===== config.mk =====
export PLATFORM = sky130hd
export DESIGN_NAME = mux_n_pipe_flat
export DESIGN_NICKNAME = d
export VERILOG_FILES = /design/src/rtl/mux_n_pkg.sv /design/src/rtl/mux_n_pipe_if.sv /design/src/rtl/mux_n_rr_arb.sv /design/src/rtl/mux_n_pipe.sv /design/src/flat_wrapper.sv
export SDC_FILE = /design/constraint.sdc
export NUM_CORES = 1
export LEC_CHECK = 0
export CORE_UTILIZATION = 36
export CTS_BUF_LIST = sky130_fd_sc_hd__clkbuf_4
export CTS_CLUSTER_DIAMETER = 120
export DETAILED_ROUTE_END_ITERATION = 7
export PLACE_DENSITY_LB_ADDON = 0.1
export SYNTH_ARGS = -nofsm -noshare
export SYNTH_HDL_FRONTEND = slang
export SYNTH_SLANG_ARGS = --single-unit

===== constraint.sdc =====
create_clock -name clk -period 4.4 [get_ports clk]
set_input_delay 0.66 -clock clk [delete_from_list [all_inputs] [get_ports clk]]
set_output_delay 0.66 -clock clk [all_outputs]
set_load 0.02 [all_outputs]

===== src/rtl/mux_n_pkg.sv =====
// mux_n_pkg: shared types, defaults and the round-robin pick function for mux_n_pipe.
//   modo_e     : operating mode (MODO_FIXO fixed select, MODO_RR round-robin)
//   rr_pick_t  : {found, idx} result of a round-robin scan
//   rr_pick()  : first valid index scanning upward from ptr+1, wrapping n-1 -> 0
// Optional feature macro used by the design: MUX_N_PIPE_PARITY_EN.
package mux_n_pkg;

   localparam int unsigned NDefault = 8;
   localparam int unsigned WDefault = 32;

   // Widest supported configuration; rr_pick works on vectors padded to this size.
   localparam int unsigned MaxN  = 16;
   localparam int unsigned MaxSw = 4;
   localparam int unsigned PosW  = MaxSw + 1;

   typedef enum logic {
      MODO_FIXO = 1'b0,
      MODO_RR   = 1'b1
   } modo_e;

   typedef struct packed {
      logic             found;
      logic [MaxSw-1:0] idx;
   } rr_pick_t;

   // Only the low n bits of valid are meaningful; ptr must be < n.
   function automatic rr_pick_t rr_pick(input logic [MaxN-1:0]  valid,
                                        input logic [MaxSw-1:0] ptr,
                                        input int unsigned      n);
      rr_pick_t       res;
      logic [PosW-1:0] pos;
      res = '0;
      for (int unsigned k = 1; k <= MaxN; k++) begin
         // ptr + k < 2n, so one conditional subtract performs the wrap.
         pos = {1'b0, ptr} + PosW'(k);
         if (pos >= PosW'(n)) pos = pos - PosW'(n);
         if ((k <= n) && !res.found && valid[pos[MaxSw-1:0]]) begin
            res.found = 1'b1;
            res.idx   = pos[MaxSw-1:0];
         end
      end
      return res;
   endfunction

endpackage


===== src/rtl/mux_n_pipe_if.sv =====
// mux_n_pipe_if: channel-side and output-side handshake bus of mux_n_pipe.
//   entradas   N*W  channel data, channel i at [i*W +: W]
//   in_valid   N    per-channel valid        in_ready  N  per-channel ready (one-hot or zero)
//   saidaMux   W    registered output word   out_valid 1  output register holds a word
//   out_ready  1    consumer accepts         out_sel   SW channel index of saidaMux
//   out_parity 1    even parity of saidaMux (only with MUX_N_PIPE_PARITY_EN defined)
// Modports: slave = the mux, master = the environment driving channels and consuming output.
interface mux_n_pipe_if #(
   parameter int unsigned N = mux_n_pkg::NDefault,
   parameter int unsigned W = mux_n_pkg::WDefault
);
   localparam int unsigned SW = $clog2(N);

   logic [N*W-1:0] entradas;
   logic [N-1:0]   in_valid;
   logic [N-1:0]   in_ready;
   logic [W-1:0]   saidaMux;
   logic           out_valid;
   logic           out_ready;
   logic [SW-1:0]  out_sel;
`ifdef MUX_N_PIPE_PARITY_EN
   logic           out_parity;

   modport slave (
      input  entradas, in_valid, out_ready,
      output in_ready, saidaMux, out_valid, out_sel, out_parity
   );
   modport master (
      output entradas, in_valid, out_ready,
      input  in_ready, saidaMux, out_valid, out_sel, out_parity
   );
`else
   modport slave (
      input  entradas, in_valid, out_ready,
      output in_ready, saidaMux, out_valid, out_sel
   );
   modport master (
      output entradas, in_valid, out_ready,
      input  in_ready, saidaMux, out_valid, out_sel
   );
`endif

endinterface


===== src/rtl/mux_n_rr_arb.sv =====
// mux_n_rr_arb: combinational round-robin candidate finder.
//   i_valid  N   request vector
//   i_ptr    SW  last granted index; scanning starts at i_ptr+1
//   o_onehot N   one-hot of the candidate, zero when nothing is valid
//   o_idx    SW  candidate index (meaningful only when o_found)
//   o_found  1   at least one request is valid
module mux_n_rr_arb
   import mux_n_pkg::*;
#(
   parameter  int unsigned N  = NDefault,
   localparam int unsigned SW = $clog2(N)
) (
   input  logic [N-1:0]  i_valid,
   input  logic [SW-1:0] i_ptr,
   output logic [N-1:0]  o_onehot,
   output logic [SW-1:0] o_idx,
   output logic          o_found
);

   logic [MaxN-1:0]  w_valid_pad;
   logic [MaxSw-1:0] w_ptr_pad;
   rr_pick_t         w_pick;

   assign w_valid_pad = MaxN'(i_valid);
   assign w_ptr_pad   = MaxSw'(i_ptr);
   assign w_pick      = rr_pick(w_valid_pad, w_ptr_pad, N);

   assign o_found = w_pick.found;
   assign o_idx   = w_pick.idx[SW-1:0];

   // Decode against the full-width index so no aliasing can occur.
   always_comb begin
      o_onehot = '0;
      for (int unsigned i = 0; i < N; i++) begin
         o_onehot[i] = w_pick.found && (w_pick.idx == MaxSw'(i));
      end
   end

endmodule


===== src/rtl/mux_n_pipe.sv =====
// mux_n_pipe: N-way, W-bit registered multiplexer with valid/ready on every channel.
//   clk      in   clock, all state on rising edge
//   reset_n  in   asynchronous active-low reset
//   modo     in   0 fixed select (select register), 1 round-robin over valid channels
//   sel_in   in   new fixed select value; sel_load loads it when sel_in < N
//   sel_err  out  sticky flag: an out-of-range select load was attempted
//   bus      slave modport of mux_n_pipe_if (channel data/handshake, registered output)
// Optional feature: define MUX_N_PIPE_PARITY_EN to add bus.out_parity, the XOR-reduce of
// the captured word, registered alongside saidaMux.
module mux_n_pipe
   import mux_n_pkg::*;
#(
   parameter  int unsigned N  = NDefault,
   parameter  int unsigned W  = WDefault,
   localparam int unsigned SW = $clog2(N)
) (
   input  logic          clk,
   input  logic          reset_n,
   input  logic          modo,
   input  logic [SW-1:0] sel_in,
   input  logic          sel_load,
   output logic          sel_err,
   mux_n_pipe_if.slave   bus
);

   logic [SW-1:0] r_sel;
   logic [SW-1:0] r_ptr;
   logic [W-1:0]  r_data;
   logic [SW-1:0] r_out_sel;
   logic          r_valid;
   logic          r_sel_err;
`ifdef MUX_N_PIPE_PARITY_EN
   logic          r_parity;
`endif

   modo_e         w_modo;
   logic          w_cap_ok;
   logic [N-1:0]  w_rr_onehot;
   logic [SW-1:0] w_rr_idx;
   logic          w_rr_found;
   logic [N-1:0]  w_ready;
   logic [SW-1:0] w_cand;
   logic          w_take;
   logic [W-1:0]  w_cand_data;
   logic          w_sel_ok;

   assign w_modo   = modo_e'(modo);
   assign w_cap_ok = !r_valid || bus.out_ready;
   assign w_sel_ok = (32'(sel_in) < N);

   mux_n_rr_arb #(
      .N (N)
   ) u_rr_arb (
      .i_valid  (bus.in_valid),
      .i_ptr    (r_ptr),
      .o_onehot (w_rr_onehot),
      .o_idx    (w_rr_idx),
      .o_found  (w_rr_found)
   );

   always_comb begin
      w_ready = '0;
      w_cand  = r_sel;
      unique case (w_modo)
         MODO_FIXO: begin
            w_cand = r_sel;
            if (w_cap_ok) w_ready = N'(1) << r_sel;
         end
         MODO_RR: begin
            w_cand = w_rr_idx;
            if (w_cap_ok && w_rr_found) w_ready = w_rr_onehot;
         end
         default: ;
      endcase
      // No channel may see ready while the block is held in reset.
      if (!reset_n) w_ready = '0;
      w_take = |(w_ready & bus.in_valid);
   end

   assign w_cand_data = bus.entradas[w_cand*W +: W];

   always_ff @(posedge clk or negedge reset_n) begin
      if (!reset_n) begin
         r_sel     <= '0;
         r_ptr     <= SW'(N - 1);
         r_data    <= '0;
         r_out_sel <= '0;
         r_valid   <= 1'b0;
         r_sel_err <= 1'b0;
`ifdef MUX_N_PIPE_PARITY_EN
         r_parity  <= 1'b0;
`endif
      end else begin
         // Out-of-range loads are rejected outright rather than truncated.
         if (sel_load) begin
            if (w_sel_ok) r_sel     <= sel_in;
            else          r_sel_err <= 1'b1;
         end

         if (w_take) begin
            r_data    <= w_cand_data;
            r_out_sel <= w_cand;
            r_valid   <= 1'b1;
`ifdef MUX_N_PIPE_PARITY_EN
            r_parity  <= ^w_cand_data;
`endif
            if (w_modo == MODO_RR) r_ptr <= w_cand;
         end else if (bus.out_ready) begin
            r_valid <= 1'b0;
         end
      end
   end

   assign bus.in_ready   = w_ready;
   assign bus.saidaMux   = r_data;
   assign bus.out_valid  = r_valid;
   assign bus.out_sel    = r_out_sel;
   assign sel_err        = r_sel_err;
`ifdef MUX_N_PIPE_PARITY_EN
   assign bus.out_parity = r_parity;
`endif

endmodule


===== src/flat_wrapper.sv =====
// flat-port wrapper written by rule: the top's interface ports become plain ports
module mux_n_pipe_flat import mux_n_pkg::*;
#(
   parameter  int unsigned N  = NDefault,
   parameter  int unsigned W  = WDefault,
   localparam int unsigned SW = $clog2(N)
)
  (clk, reset_n, modo, sel_in, sel_load, sel_err, bus_entradas, bus_in_valid, bus_out_ready, bus_in_ready, bus_saidaMux, bus_out_valid, bus_out_sel);
  mux_n_pipe_if #(.N(N), .W(W)) bus_i ();
  input  logic clk;
  input  logic reset_n;
  input  logic modo;
  input  logic [SW-1:0] sel_in;
  input  logic sel_load;
  output logic sel_err;
  input wire logic [$bits(bus_i.entradas)-1:0] bus_entradas;
  input wire logic [$bits(bus_i.in_valid)-1:0] bus_in_valid;
  input wire logic [$bits(bus_i.out_ready)-1:0] bus_out_ready;
  output wire logic [$bits(bus_i.in_ready)-1:0] bus_in_ready;
  output wire logic [$bits(bus_i.saidaMux)-1:0] bus_saidaMux;
  output wire logic [$bits(bus_i.out_valid)-1:0] bus_out_valid;
  output wire logic [$bits(bus_i.out_sel)-1:0] bus_out_sel;
  assign bus_i.entradas = bus_entradas;
  assign bus_i.in_valid = bus_in_valid;
  assign bus_i.out_ready = bus_out_ready;
  assign bus_in_ready = bus_i.in_ready;
  assign bus_saidaMux = bus_i.saidaMux;
  assign bus_out_valid = bus_i.out_valid;
  assign bus_out_sel = bus_i.out_sel;
  mux_n_pipe #(.N(N), .W(W)) u_core (.clk(clk), .reset_n(reset_n), .modo(modo), .sel_in(sel_in), .sel_load(sel_load), .sel_err(sel_err), .bus(bus_i));
endmodule

==> impl_metrics.csv, run 1 <==
group,metric,value,unit
status,status,"complete, no violations",
grt,antenna_found_initial,1,
grt,first_global_vias,5964,
die,dieWidth,124,µm
timing,finalCritPeriodShare,98.6,%
yosys,ys_ff_latch,42,
yosys,average_footprint_of_a_synthesized_cell,10.1,µm²
timing,clock.fmax,230,MHz
grt,grt_usage,28.2,%
timing,setup_viol_count_final,0,
setup_path,worst_ep_required,4.66,ns
power,switching_share,44.5,%
routing,wirelength_per_cell,20.7,µm
die,die_height,124,µm
routing,routed_via_density,5.56,
die,placement_rows,44,
finish,final.fill_count,1205,
yosys,syn-instance-count,525,
power,cell_internal_pwr,4360,µW
clock_network,cts_buffer_depth,2,
finish,most-common-layout-cells,"clkdlybuf4s50_1, mux2i_1, buf_4",
power,power.ir.vdd_worst,0.000438,V
setup_path,worstPathArrival,4.60,ns
setup_path,reg2reg_from,"u_core.r_ptr[1]$_DFFE_PN1P_",
yosys,mappedNetlistNets,804,
finish,area_growth_from_synthesis_to_layout,77.1,%
timing,max_slew_violation_total_from_the_final_report,0,
clock_network,clock-sinks,42,
timing,skew,0.0243,ns
power,power-per-cell-area,832,nW/µm²
clock_network,clock_latency,0.38,ns
die,core_region_area,14500,µm²
yosys,syn-cell-area,5330,µm²
hold_path,hold_class,"in -> async",
power,leakagePower,0.00410,µW
yosys,number_of_warnings_issued_by_yosys,0,
yosys,ys_dominant_reg_cell,"dfrtp_1",
setup_path,worstSetupPathType,"in -> reg",
timing,number_of_hold_violations_in_the_final_report,0,
timing,setup_ws,0.0603,ns
placement,worst_slack_at_placement,-0.382,ns
finish,layoutNonFillerInstCount,1081,
clock_network,clock_transition_at_the_register_clock_pins_on_the_worst_setup_and_hold_paths_after_cts,0.16,ns
power,p_comb_share,87.7,%
grt,global_route_wire_length_before_repair,32.3,mm
routing,total_detailed_routing_wirelength,22.4,mm
finish,layout.cells.most_common,"clkdlybuf4s50_1",
timing,slew_headroom,63.8,%
die,initial_utilization,36.8,%
setup_path,cp-end-kind,"flop",
yosys,synth.yosys.seq_area_share,19.8,%
power,clock_share_of_power,2.6,%
clock_network,postCtsHoldBufs,0,
power,switching_power,3490,µW
routing,drc,0,
job,drv_cap,0,
placement,placed_cells,1067,
finish,drive_above_1_share,22.3,%
die,design.die.area,15300,µm²
clock_network,tritoncts_clock_tree,"yes",
placement,numPortBuffers,315,
setup_path,worst_setup_path_startpoint,"bus_in_valid[1]",
routing,firstDrtPassIters,4,
timing,final.min_clock_period,4.34,ns
clock_network,cts-buffers-inserted,5,
clock_network,htree_num_levels,2,
placement,gp_congestion,0.891,
yosys,postSynth.asyncResetShare,100,%
routing,detailedRoute.firstIterationViolations,204,
finish,seqCellArea,1060,µm²
routing,detail-route-antenna-nets,0,
finish,number_of_nets_at_the_end_of_the_flow,1174,
timing,rsz_0062_raised_after_global_routing,"true",
finish,multi_input_combinational_cell_area,4100,µm²
grt,grt_max_degree,40,
clock_network,cts_root_buf,"clkbuf_4",
power,share_seq_of_total_power,9.7,%
setup_path,worst-path-max-fanout,23,
placement,dp_hpwl,18.4,mm
routing,total_vias_in_the_final_route,6006,
die,boundaryPins,317,
grt,global_route.overflow_total,0,
timing,worst_pin_slew,0.538,ns
yosys,yosys.cell_types.count,63,
setup_path,start_kind,"input port",
yosys,count_of_flip_flops_with_a_built_in_enable_after_synthesis,0,
sequential cells by signal, summed over array words and instances (netlist names):
| signal | count |
|---|---|
| u_core.bus.out_sel | 3 |
| u_core.r_sel | 3 |
| u_core.bus.saidaMux | 32 |
| u_core.r_ptr | 3 |
| u_core.bus.out_valid | 1 |
area by class of cell:
cell class                      instances  share of cell area (%)
Multi-Input combinational cell        430                    43.5
Timing Repair Buffer                  409                    42.0
Sequential cell                        42                    11.2
Tap cell                              184                    2.44
Clock buffer                            5                   0.398
Inverter                                7                   0.278
Clock inverter                          3                   0.172
Antenna cell                            1                  0.0265
critical path, stage by stage:
cell,delay (ns)
clkdlybuf4s50_1,0.51
mux4_2,0.52
mux2_2,0.31
or2_0,0.26
or4_4,0.50
o2111ai_4,0.16
nand2_1,0.14
buf_4,0.15
buf_4,0.12
o31a_1,0.27
o22a_1,0.23
o211ai_4,0.13
buf_12,0.24
mux2_2,0.37
timing repair:
action / 4_1_cts / 5_1_grt
gates resized for setup: 33 / 28
buffers inserted: 1 / 4
pin swaps: 2 / 8
endpoints found under the setup margin: 8 / 11
power groups by stage:
stage               clock network (µW)  logic [µW]  registers [µW]
floorplan                            0        3910             914
global placement                     0        6550             749
detailed placement                   0        6620             748
CTS                                214        6690             754
global route                       234        7310             781
finish                             205        6880             760
path summary, 6_finish.rpt:
kind	end	slack (ns)	depth (start not counted)
worst max-delay path	u_core.bus.saidaMux[24]$_DFFE_PN0P_	0.06	14
worst min-delay path	u_core.bus.saidaMux[20]$_DFFE_PN0P_	0.15	1
worst max register to register	u_core.bus.saidaMux[24]$_DFFE_PN0P_	0.09	14
worst min register to register	u_core.bus.saidaMux[22]$_DFFE_PN0P_	0.53	1
max in group asynchronous	u_core.r_ptr[1]$_DFFE_PN1P_	3.37	2
min in group clk	u_core.bus.saidaMux[22]$_DFFE_PN0P_	0.53	1
Yosys cell counts (7+ instances only):
master    number  share of area, %
dfrtp_1       39                18
mux4_2        13               5.5
mux2i_1      138                26
nand2_1       18               1.3
buf_4          9               1.3
a21oi_1        9              0.85
nand3_1       11               1.0
mux2_2        13               2.7
clkbuf_1      21               1.5
ha_1           7               1.6
o221ai_1      32               5.3
nor2_1        24               1.7
mux2_4        29               8.2
buf_2         11               1.0
o22a_1        37               6.1
through the flow:
stage	setup TNS, ns	hold slack (ns)	cell area [µm²]	util (%)	total power (µW)
after floorplan	0	0.364	5330	-	4820
after global placement	-4.94	0.492	9260	63.9	7300
after detailed placement	-7.29	0.497	9260	63.9	7370
after CTS	0	0.140	9360	64.6	7650
after global routing	-0.161	0.137	9440	65.2	8330
final	0	0.155	9440	65.2	7850
kinds of logic (layout without fill, tap and decap cells):
kind of cell / Yosys count / count (layout) / share of synthesized area [%]
AOI/OAI and AO/OA: 121 / 121 / 19.2
other: 1 / 2 / 0.0704
muxes: 194 / 194 / 42.6
adders and majority gates: 7 / 7 / 1.64
DFF: 42 / 42 / 19.8
xor gates and xnor gates: 4 / 4 / 0.799
and+or+nand+nor: 103 / 103 / 10.6
buffers and inverters: 53 / 424 / 5.33
per-layer routing:
| layer | global-route usage [%] | vias to the layer above | part of all wire [%] |
|---|---|---|---|
| li1 | - | 2824 | - |
| met1 | 32.9 | 2913 | 38 |
| met2 | 52.8 | 238 | 53 |
| met3 | 4.08 | 31 | 5.9 |
| met4 | 8.06 | 0 | 2.3 |
| met5 | 0 | - | 0 |
Note: power is estimated with default switching activity, not from simulation.
==> run 2: changes to the inputs <==
--- a/config.mk
+++ b/config.mk
@@ -6,10 +6,11 @@
 export NUM_CORES = 1
 export LEC_CHECK = 0
 export CORE_UTILIZATION = 36
-export CTS_BUF_LIST = sky130_fd_sc_hd__clkbuf_4
+export CTS_BUF_LIST = sky130_fd_sc_hd__clkbuf_4 sky130_fd_sc_hd__clkbuf_8
 export CTS_CLUSTER_DIAMETER = 120
 export DETAILED_ROUTE_END_ITERATION = 7
-export PLACE_DENSITY_LB_ADDON = 0.1
+export PLACE_DENSITY = 0.9
+export SKIP_CTS_REPAIR_TIMING = 1
 export SYNTH_ARGS = -nofsm -noshare
 export SYNTH_HDL_FRONTEND = slang
 export SYNTH_SLANG_ARGS = --single-unit
==> run 2 against run 1 <==
Compared with the run above: cell count grew 1.6%; clock skew shrank 0.0019 ns; power grew 0.11%; fmax grew 1.1%; critical path depth shrank 1; setup slack gained 0.048 ns; combinational power shrank 0.7%; clock power grew 35%; worst hold slack gained 0.26 ns; critical path type is now in -> out; critical endpoint is now bus_in_ready[5]; largest power group unchanged.
==> impl_metrics.csv, run 2 (synthesis gave the netlist of run 1 again) <==
group,metric,value,unit
status,status,"complete, no violations",
clock_network,htree_num_levels,2,
power,clock_share_of_power,3.5,%
clock_network,cts_root_buf,"clkbuf_8",
power,power-per-cell-area,824,nW/µm²
routing,drc,0,
timing,final.min_clock_period,4.29,ns
finish,largest_register_ff_count,32,
setup_path,worst_setup_path_startpoint,"bus_in_valid[1]",
placement,gp_congestion,0.961,
die,initial_utilization,36.8,%
clock_network,cts-buffers-inserted,5,
routing,wirelength_per_cell,21.2,µm
timing,skew,0.0224,ns
setup_path,worstPathArrival,3.63,ns
grt,global_route_wire_length_before_repair,32.6,mm
finish,most-common-layout-cells,"clkdlybuf4s50_1, mux2i_1, buf_4",
power,power.ir.vdd_worst,0.000426,V
power,switching_share,44.1,%
timing,max_slew_violation_total_from_the_final_report,0,
power,cell_internal_pwr,4390,µW
clock_network,clock_latency,0.31,ns
setup_path,worst-path-max-fanout,9,
routing,firstDrtPassIters,4,
finish,seqCellArea,1060,µm²
timing,number_of_hold_violations_in_the_final_report,0,
setup_path,setup.reg_to_reg.worst_slack,0.31,ns
setup_path,rr_endpoint,"u_core.bus.out_sel[0]$_DFFE_PN0P_",
timing,rsz_0062_raised_after_global_routing,"true",
clock_network,clock-sinks,42,
power,p_comb_share,86.9,%
finish,number_of_nets_at_the_end_of_the_flow,1185,
setup_path,worst_ep_required,3.74,ns
clock_network,tritoncts_clock_tree,"yes",
power,leakagePower,0.00421,µW
die,dieWidth,124,µm
routing,detail-route-antenna-nets,0,
clock_network,clock_transition_at_the_register_clock_pins_on_the_worst_setup_and_hold_paths_after_cts,0.11,ns
placement,dp_hpwl,19.5,mm
grt,global_route.overflow_total,0,
hold_path,hold_class,"in -> async",
setup_path,start_kind,"input port",
grt,first_global_vias,5974,
die,placement_rows,44,
power,switching_power,3470,µW
timing,finalCritPeriodShare,97.5,%
die,design.die.area,15300,µm²
finish,multi_input_combinational_cell_area,4060,µm²
die,core_region_area,14500,µm²
finish,area_growth_from_synthesis_to_layout,79.0,%
setup_path,timing.reg2reg.worst_path_depth,16,
finish,drive_above_1_share,22.2,%
power,share_seq_of_total_power,9.6,%
die,boundaryPins,317,
finish,final.fill_count,1157,
timing,setup_viol_count_final,0,
placement,numPortBuffers,315,
routing,total_vias_in_the_final_route,6103,
grt,grt_usage,29.0,%
routing,total_detailed_routing_wirelength,23.3,mm
timing,worst_pin_slew,0.758,ns
setup_path,worstSetupPathType,"in -> out",
job,drv_cap,0,
finish,layout.cells.most_common,"clkdlybuf4s50_1",
clock_network,cts_buffer_depth,2,
timing,slew_headroom,49.5,%
setup_path,cp-end-kind,"output pin",
grt,antenna_found_initial,7,
routing,detailedRoute.firstIterationViolations,305,
finish,finalCoreUtilization,65.8,%
setup_path,reg2reg_from,"u_core.r_ptr[0]$_DFFE_PN1P_",
timing,clock.fmax,233,MHz
routing,routed_via_density,5.56,
grt,grt_max_degree,36,
die,die_height,124,µm
power,totalPowerFinal,7860,µW
[run 2: cell count changes in the layout (fill, tap and decap cells not counted), moves of 2 or more]
cell            change
clkbuf_4            -5
buf_4              +13
dlygate4sd2_1       -2
nand3_1             +2
ha_2                -2
nor2_1              +2
clkbuf_8            +5
diode_2             +6
ha_1                +2
buf_8               -2
nor2_2              -2
buf_2               -5
clkbuf_2            +4
dlymetal6s2s_1      +5
[run 2: worst max-delay path: stages]
cell	delay, ns
clkdlybuf4s50_1	0.45
buf_4	0.19
mux4_2	0.54
buf_4	0.17
nand2_1	0.08
a32o_1	0.14
nand3_2	0.16
a311oi_4	0.42
or2_4	0.20
nand3_1	0.11
o22a_1	0.20
nor2_1	0.12
clkbuf_2	0.19
[run 2: area by class of cell]
class / count / share of cell area [%]
Multi-Input combinational cell: 430 / 42.6
Sequential cell: 42 / 11.1
Clock buffer: 5 / 0.722
Inverter: 7 / 0.276
Timing Repair Buffer: 420 / 42.5
Tap cell: 184 / 2.42
Antenna cell: 7 / 0.184
Clock inverter: 3 / 0.249
[run 2: worst max-delay path by stage]
stage,to,slack [ns],cells after the start
4_1_cts,bus_in_ready[5],-0.36,12
2_1_floorplan,u_core.bus.saidaMux[12]$_DFFE_PN0P_,0.02,18
3_5_place_dp,bus_in_ready[5],-0.35,12
6_report,bus_in_ready[5],0.11,13
3_3_place_gp,bus_in_ready[7],-0.30,12
5_1_grt,bus_in_ready[4],-0.06,16
[run 2: power by group through the flow]
stage / clock network (µW) / logic, µW / registers [µW]
floorplan: 0 / 3910 / 914
global route: 296 / 7210 / 776
CTS: 283 / 6720 / 746
detailed placement: 0 / 6700 / 745
global placement: 0 / 6610 / 749
finish: 277 / 6830 / 753
[run 2: per-stage QoR]
stage               cells  TNS, ns  cell area [µm²]  hold WS, ns  setup slack (ns)
floorplan             525        0             5330        0.364            0.0193
global placement     1081    -2.43             9360        0.493            -0.295
detailed placement   1081    -3.39             9360        0.495            -0.349
CTS                  1089    -2.51             9450        0.419            -0.361
global route         1098  -0.0942             9530        0.452           -0.0605
finish               1098        0             9530        0.410             0.108
[run 2: layer usage]
| metal | global-route usage (%) | vias to the layer above | share of wire, % | wire, µm |
|---|---|---|---|---|
| li1 | - | 2862 | - | - |
| met1 | 32.8 | 2906 | 37 | 8710 |
| met2 | 50.9 | 275 | 51 | 11900 |
| met3 | 2.88 | 60 | 4.8 | 1120 |
| met4 | 20.7 | 0 | 6.6 | 1530 |
| met5 | 0 | - | 0 | 0 |
